## config.mk

```make
export PLATFORM = sky130hd
export DESIGN_NAME = data_mem_sequencer
export DESIGN_NICKNAME = d
export VERILOG_FILES = /design/src/rtl/data_mem_sequencer.sv
export SDC_FILE = /design/constraint.sdc
export NUM_CORES = 1
export LEC_CHECK = 0
export ABC_CLOCK_PERIOD_IN_PS = 2600
export BUFFER_PORTS_ARGS = -buffer_cell sky130_fd_sc_hd__clkbuf_2
export CORE_ASPECT_RATIO = 0.8
export CORE_MARGIN = 5
export CORE_UTILIZATION = 45
export DETAILED_ROUTE_END_ITERATION = 8
export PLACE_DENSITY = 0.86
export SYNTH_ARGS = -nofsm -noshare
export SYNTH_HDL_FRONTEND = slang
export SYNTH_SLANG_ARGS = --single-unit
```

## constraint.sdc

```tcl
create_clock -name clk -period 2.6 [get_ports clk]
set_input_delay 0.26 -clock clk [delete_from_list [all_inputs] [get_ports clk]]
set_output_delay 0.26 -clock clk [all_outputs]
set_load 0.1 [all_outputs]
```

## src/rtl/data_mem_sequencer.sv

```systemverilog
// Multi-cycle LW/SW/LB/SB sequencer between the execute stage and a
// handshaked word-addressed data memory; SB is done as read-modify-write.
module data_mem_sequencer #(
  parameter int unsigned TIMEOUT_CYCLES = 64
) (
  input  logic        clk,
  input  logic        rst_b,
  input  logic        start,
  input  logic [1:0]  op,
  input  logic [31:0] addr,
  input  logic [31:0] wdata,
  output logic        busy,
  output logic        done,
  output logic        err,
  output logic [31:0] rdata,
  output logic        mem_req,
  output logic        mem_we,
  output logic [31:0] mem_addr,
  output logic [31:0] mem_wdata,
  input  logic        mem_ack,
  input  logic [31:0] mem_rdata
);

  localparam int unsigned CNT_W = $clog2(TIMEOUT_CYCLES + 1);

  localparam logic [1:0] OP_LW = 2'b00;
  localparam logic [1:0] OP_SW = 2'b01;
  localparam logic [1:0] OP_LB = 2'b10;
  localparam logic [1:0] OP_SB = 2'b11;

  typedef enum logic [2:0] {
    S_IDLE     = 3'd0,
    S_READ     = 3'd1,
    S_RMW_READ = 3'd2,
    S_WRITE    = 3'd3,
    S_RESP     = 3'd4
  } state_e;

  state_e             state_q, state_d;
  logic [CNT_W-1:0]   cnt_q, cnt_d, cnt_inc;
  logic               timeout;
  logic               err_q, err_d;
  logic [1:0]         op_q, op_d;
  logic [1:0]         byte_q, byte_d;
  logic [31:0]        rdata_q, rdata_d;
  logic [31:0]        mem_addr_q, mem_addr_d;
  logic [31:0]        mem_wdata_q, mem_wdata_d;
  logic [7:0]         rd_byte;
  logic [31:0]        lb_word;
  logic [31:0]        merge_word;

  // Byte lane extraction (LB) and lane replacement (SB) for the latched offset
  always_comb begin
    rd_byte    = mem_rdata[{byte_q, 3'b000} +: 8];
    lb_word    = {{24{rd_byte[7]}}, rd_byte};
    merge_word = mem_rdata;
    merge_word[{byte_q, 3'b000} +: 8] = mem_wdata_q[7:0];
  end

  assign cnt_inc = cnt_q + CNT_W'(1);
  assign timeout = (cnt_inc == CNT_W'(TIMEOUT_CYCLES));

  // State and datapath registers
  always_ff @(posedge clk or negedge rst_b) begin
    if (!rst_b) begin
      state_q     <= S_IDLE;
      cnt_q       <= '0;
      err_q       <= 1'b0;
      op_q        <= OP_LW;
      byte_q      <= 2'b00;
      rdata_q     <= '0;
      mem_addr_q  <= '0;
      mem_wdata_q <= '0;
    end else begin
      state_q     <= state_d;
      cnt_q       <= cnt_d;
      err_q       <= err_d;
      op_q        <= op_d;
      byte_q      <= byte_d;
      rdata_q     <= rdata_d;
      mem_addr_q  <= mem_addr_d;
      mem_wdata_q <= mem_wdata_d;
    end
  end

  // Next-state and datapath update
  always_comb begin
    state_d     = state_q;
    cnt_d       = cnt_q;
    err_d       = err_q;
    op_d        = op_q;
    byte_d      = byte_q;
    rdata_d     = rdata_q;
    mem_addr_d  = mem_addr_q;
    mem_wdata_d = mem_wdata_q;

    unique case (state_q)
      S_IDLE: begin
        if (start) begin
          op_d        = op;
          byte_d      = addr[1:0];
          mem_addr_d  = {addr[31:2], 2'b00};
          mem_wdata_d = wdata;
          err_d       = 1'b0;
          cnt_d       = '0;
          // Word ops must be aligned; byte ops accept any offset
          if (!op[1] && (addr[1:0] != 2'b00)) begin
            err_d   = 1'b1;
            state_d = S_RESP;
          end else begin
            unique case (op)
              OP_LW, OP_LB: state_d = S_READ;
              OP_SW:        state_d = S_WRITE;
              OP_SB:        state_d = S_RMW_READ;
              default:      state_d = S_IDLE;
            endcase
          end
        end
      end

      S_READ: begin
        if (mem_ack) begin
          rdata_d = (op_q == OP_LB) ? lb_word : mem_rdata;
          state_d = S_RESP;
        end else if (timeout) begin
          rdata_d = '0;
          err_d   = 1'b1;
          state_d = S_RESP;
        end else begin
          cnt_d = cnt_inc;
        end
      end

      S_RMW_READ: begin
        if (mem_ack) begin
          mem_wdata_d = merge_word;
          cnt_d       = '0;
          state_d     = S_WRITE;
        end else if (timeout) begin
          err_d   = 1'b1;
          state_d = S_RESP;
        end else begin
          cnt_d = cnt_inc;
        end
      end

      S_WRITE: begin
        if (mem_ack) begin
          state_d = S_RESP;
        end else if (timeout) begin
          err_d   = 1'b1;
          state_d = S_RESP;
        end else begin
          cnt_d = cnt_inc;
        end
      end

      S_RESP:  state_d = S_IDLE;
      default: state_d = S_IDLE;
    endcase
  end

  // Handshake and status outputs decoded from state only
  always_comb begin
    busy    = (state_q != S_IDLE);
    mem_req = (state_q == S_READ) || (state_q == S_RMW_READ) || (state_q == S_WRITE);
    mem_we  = (state_q == S_WRITE);
    done    = (state_q == S_RESP);
    err     = (state_q == S_RESP) && err_q;
  end

  assign rdata     = rdata_q;
  assign mem_addr  = mem_addr_q;
  assign mem_wdata = mem_wdata_q;

endmodule

```

==> results_tabular.tex <==
\begin{tabular}{lr}
\hline
Metric & Value \\
\hline
\multicolumn{2}{l}{\textbf{Finish}} \\
\quad Signed area change from the synthesized netlist to the final layout & 27.5\% \\
\quad Final-stage net count & about 770 \\
\quad Filler cells & approximately 970 \\
\quad Number of antenna repair diodes & 0 \\
\quad Storage element area & 0.00273 mm2 \\
\quad Layout cells sized above 1 & 0.456 \\
\quad Total area of multi-input combinational cells & 0.00239 mm2 \\
\multicolumn{2}{l}{\textbf{Setup path}} \\
\quad Gate family responsible for the most delay along the worst path & simple AND/OR/NAND/NOR gates \\
\quad CP max-delay cell & sky130\_fd\_sc\_hd\_\_dfrtp\_1 \\
\quad CP endpoint kind & register \\
\quad CP Max Fanout & 12 \\
\quad Chain of cells forming the critical path & nor3\_1, or4\_1, a41oi\_4, mux2\_4 \\
\quad Type of the worst setup path & reg -> reg \\
\quad Kind of launch point of the worst setup path & register \\
\quad Buffer and inverter count on the worst path & 0 \\
\quad Crit-path max cell delay & 0.59 ns \\
\quad Required time of the critical path & 2.84 ns \\
\quad Data arrival time of the critical path & 2.51 ns \\
\multicolumn{2}{l}{\textbf{Logic synthesis}} \\
\quad Fraction of synthesized area in multiplexers & 0.113 \\
\quad Main flop type after synthesis & sky130\_fd\_sc\_hd\_\_dfrtp\_1 \\
\quad Total of flip-flops plus latches after synthesis & 109 \\
\quad Fraction of the mapped netlist area in compound gates & 0.191 \\
\quad Cell count after synthesis & 464 \\
\quad Number of warnings printed during yosys synthesis & 0 \\
\quad Main combinational cell family by area after synthesis & compound AO/OA/AOI/OAI gates \\
\quad Unique masters post-synth & 59 \\
\quad Mean instance size in the synthesized netlist & 11.5 um2 \\
\quad Post-synthesis share of cell area spent on full adders, half adders and majority gates & 0.0141 \\
\quad Fraction of the mapped netlist area in simple logic gates & 0.122 \\
\quad Netlist area before placement & 0.00532 mm2 \\
\quad Share of the yosys chip area belonging to registers & 0.512 \\
\quad Fraction of registers with async set or reset after synthesis & 1.00 \\
\quad Number of enable-type register cells in the synthesized netlist & 0 \\
\quad Post-synthesis share of cell area spent on xor and xnor gates & 0 \\
\multicolumn{2}{l}{\textbf{STA}} \\
\quad Final WS setup & 0.328 ns \\
\quad RSZ-0062 raised after global routing & false \\
\quad Worst slew margin relative to its limit & 0.407 \\
\quad Pins Over Slew Limit & 0 \\
\quad Transition time of the tightest slew-check pin & 0.890 ns \\
\quad Final hold vios & 0 \\
\quad Min cycle time layout & $\sim$2.3 ns \\
\quad Number of failing setup endpoints in the final timing report & 0 \\
\quad Part of the cycle the worst path needs & 0.874 \\
\quad Max Fclk & 440 MHz \\
\quad Final setup skew & 0.0134 ns \\
\quad Setup TNS & 0 ns \\
\multicolumn{2}{l}{\textbf{Floorplan}} \\
\quad Die X-Extent & roughly 130 um \\
\quad IO Count & 203 \\
\quad Core area & 0.0116 mm2 \\
\quad FP Rows & 35 \\
\quad Die footprint & 0.0141 mm2 \\
\quad Vertical die dimension & between 100 and 150 um \\
\quad Initial core utilization & 0.460 \\
\multicolumn{2}{l}{\textbf{Clock network}} \\
\quad Maximum buffer depth of the clock tree & 2 \\
\quad TritonCTS sink count & 109 \\
\quad Clk root buf & sky130\_fd\_sc\_hd\_\_clkbuf\_16 \\
\quad Count of H-tree levels built during CTS & 3 \\
\quad Inserted Clock Buffers & 9 \\
\quad Clock transition time at the flip-flop clock pins of the worst setup and hold paths & 0.08 ns \\
\quad Clock insertion delay at the later pin of the skew report & 0.36 ns \\
\quad CTS tree & built \\
\multicolumn{2}{l}{\textbf{Route}} \\
\quad Average vias per placed instance & 5.97 \\
\quad Vias post-DR & 4839 \\
\quad \# DRC & 0 \\
\quad Avg WL per Cell & 21.0 um \\
\quad Post-route ant nets & 0 \\
\quad Total wire length after detailed routing & 17100 um \\
\quad Detailed-routing iteration count for the pre-antenna-repair pass & 5 \\
\quad DRC violation total after the first TritonRoute iteration & 431 \\
\multicolumn{2}{l}{\textbf{GRT}} \\
\quad Total Routing Usage GR & 0.239 \\
\quad Maximum number of pins on one net before global-route repair & 69 \\
\quad Number of global-route vias before repair & 4813 \\
\quad Congestion Overflow GR & 0 \\
\quad First-pass GRT wire length & 26800 um \\
\quad Initial antenna violation count & 3 \\
\multicolumn{2}{l}{\textbf{Min path}} \\
\quad Type of the tightest min-delay check & in -> reg \\
\multicolumn{2}{l}{\textbf{Place}} \\
\quad Worst setup slack before clock tree synthesis & 0.171 ns \\
\quad Last weighted congestion value of the routability-driven placer & 0.951 \\
\quad Total of buffers placed on input and output ports & 200 \\
\quad DP Wirelength & 13100 um \\
\multicolumn{2}{l}{\textbf{Flow run}} \\
\quad Number of max-cap violations & 0 \\
\multicolumn{2}{l}{\textbf{Run status}} \\
\quad Run status & finished clean \\
\hline
\end{tabular}
-- synth_stat cells (all sizes together) (2+ instances only) --
| library cell | n | share of area |
|---|---|---|
| nor3b | 4 | 0.011 |
| a221o | 25 | 0.047 |
| a21oi | 9 | 0.0085 |
| nor4 | 7 | 0.011 |
| clkinv | 2 | 0.0014 |
| inv | 4 | 0.0028 |
| dfrtp | 109 | 0.51 |
| or3 | 5 | 0.0061 |
| o31ai | 3 | 0.0052 |
| a31oi | 2 | 0.0024 |
| mux2 | 47 | 0.11 |
| or4 | 3 | 0.0042 |
| a21o | 8 | 0.012 |
| a311oi | 2 | 0.0033 |
| a221oi | 24 | 0.039 |
| ha | 6 | 0.014 |
| o22ai | 7 | 0.0082 |
| buf | 17 | 0.025 |
| nand2 | 53 | 0.037 |
| nand3 | 3 | 0.0028 |
| nor3 | 12 | 0.011 |
| clkbuf | 18 | 0.015 |
| nor2 | 6 | 0.0047 |
| mux2i | 2 | 0.0038 |
| nor2b | 4 | 0.0047 |
| o21ai | 53 | 0.050 |
| and3 | 2 | 0.0024 |
| nand3b | 9 | 0.013 |
-- stage by stage --
step	area (um2)	util	std cells	hold WS (ns)
2_1_floorplan	5330	-	465	-0.0356
3_3_place_gp	6460	0.559	793	0.270
3_5_place_dp	6460	0.559	793	0.279
4_1_cts	6780	0.587	810	0.124
5_1_grt	6790	0.587	810	0.127
6_report	6790	0.587	810	0.132
-- layout by cell type (no fill, tap or decap), types with 3 or more instances in the layout --
cell                        instances
sky130_fd_sc_hd__clkbuf_2         199
sky130_fd_sc_hd__dfrtp_1          109
sky130_fd_sc_hd__nand2_1           53
sky130_fd_sc_hd__o21ai_0           53
sky130_fd_sc_hd__mux2_2            39
sky130_fd_sc_hd__a221oi_1          24
sky130_fd_sc_hd__a221o_1           23
sky130_fd_sc_hd__buf_4             16
sky130_fd_sc_hd__nor3_1            12
sky130_fd_sc_hd__nand3b_1           9
sky130_fd_sc_hd__a21oi_1            9
sky130_fd_sc_hd__clkbuf_16          9
sky130_fd_sc_hd__mux2_4             8
sky130_fd_sc_hd__o22ai_1            7
sky130_fd_sc_hd__ha_1               6
sky130_fd_sc_hd__nor2_1             5
sky130_fd_sc_hd__inv_1              4
sky130_fd_sc_hd__or3_1              4
sky130_fd_sc_hd__nor2b_1            4
sky130_fd_sc_hd__a21o_1             4
sky130_fd_sc_hd__a21o_2             4
sky130_fd_sc_hd__nor3b_4            3
sky130_fd_sc_hd__or4_1              3
sky130_fd_sc_hd__nand3_1            3
sky130_fd_sc_hd__nor4_2             3
sky130_fd_sc_hd__nor4_1             3
sky130_fd_sc_hd__clkinv_8           3
-- logic make-up after synthesis --
family                   after synthesis
AND/OR/NAND/NOR                      116
flip-flops                           109
AO/OA/AOI/OAI                        140
other                                  1
adder cells (fa/ha/maj)                6
buffers and inverters                 42
multiplexers                          50
-- worst paths after layout --
| path | startpoint | endpoint | slack, ns | depth (start not counted) |
|---|---|---|---|---|
| worst max-delay path | state_q[1] | mem_wdata[2] | 0.33 | 4 |
| worst min register to register | mem_wdata[13] | mem_wdata[13] | 0.49 | 2 |
| min in group asynchronous | rst_b | mem_wdata[15] | 0.43 | 2 |
| max in group asynchronous | rst_b | op_q[0] | 1.42 | 3 |
| worst max register to register | state_q[1] | mem_wdata[2] | 0.33 | 4 |
| worst min-delay path | addr[16] | mem_addr[16] | 0.13 | 2 |
-- what timing repair did --
item,in CTS,in global routing
buffers inserted,0,0
endpoints found under the hold margin,41,0
gates resized for setup,0,1
setup endpoints to repair,0,6
hold buffers,1,0
-- layout make-up --
cell class | count | share of cell area
Clock inverter | 7 | 0.0131
Timing Repair Buffer | 217 | 0.169
Multi-Input combinational cell | 314 | 0.352
Inverter | 6 | 0.00332
Tap cell | 148 | 0.0273
Sequential cell | 109 | 0.402
Clock buffer | 9 | 0.0332
-- flip-flops by register name, summed over array words and instances (netlist names) --
name and cells:
mem_wdata 32, rdata 32, mem_addr 30, cnt_q 7, state_q 3, byte_q 2
op_q 2, err_q 1
-- layer usage --
metal  share of wire  GRT usage  vias up
met2            0.47      0.379      292
li1                -          -     2144
met5          0.0020          0        -
met3            0.11     0.0832       40
met1            0.40      0.311     2357
met4           0.020     0.0712        6
Power is left out: the tool's default activity adds up to more than one toggle a clock period on the data nets, which glitch-free logic cannot reach.
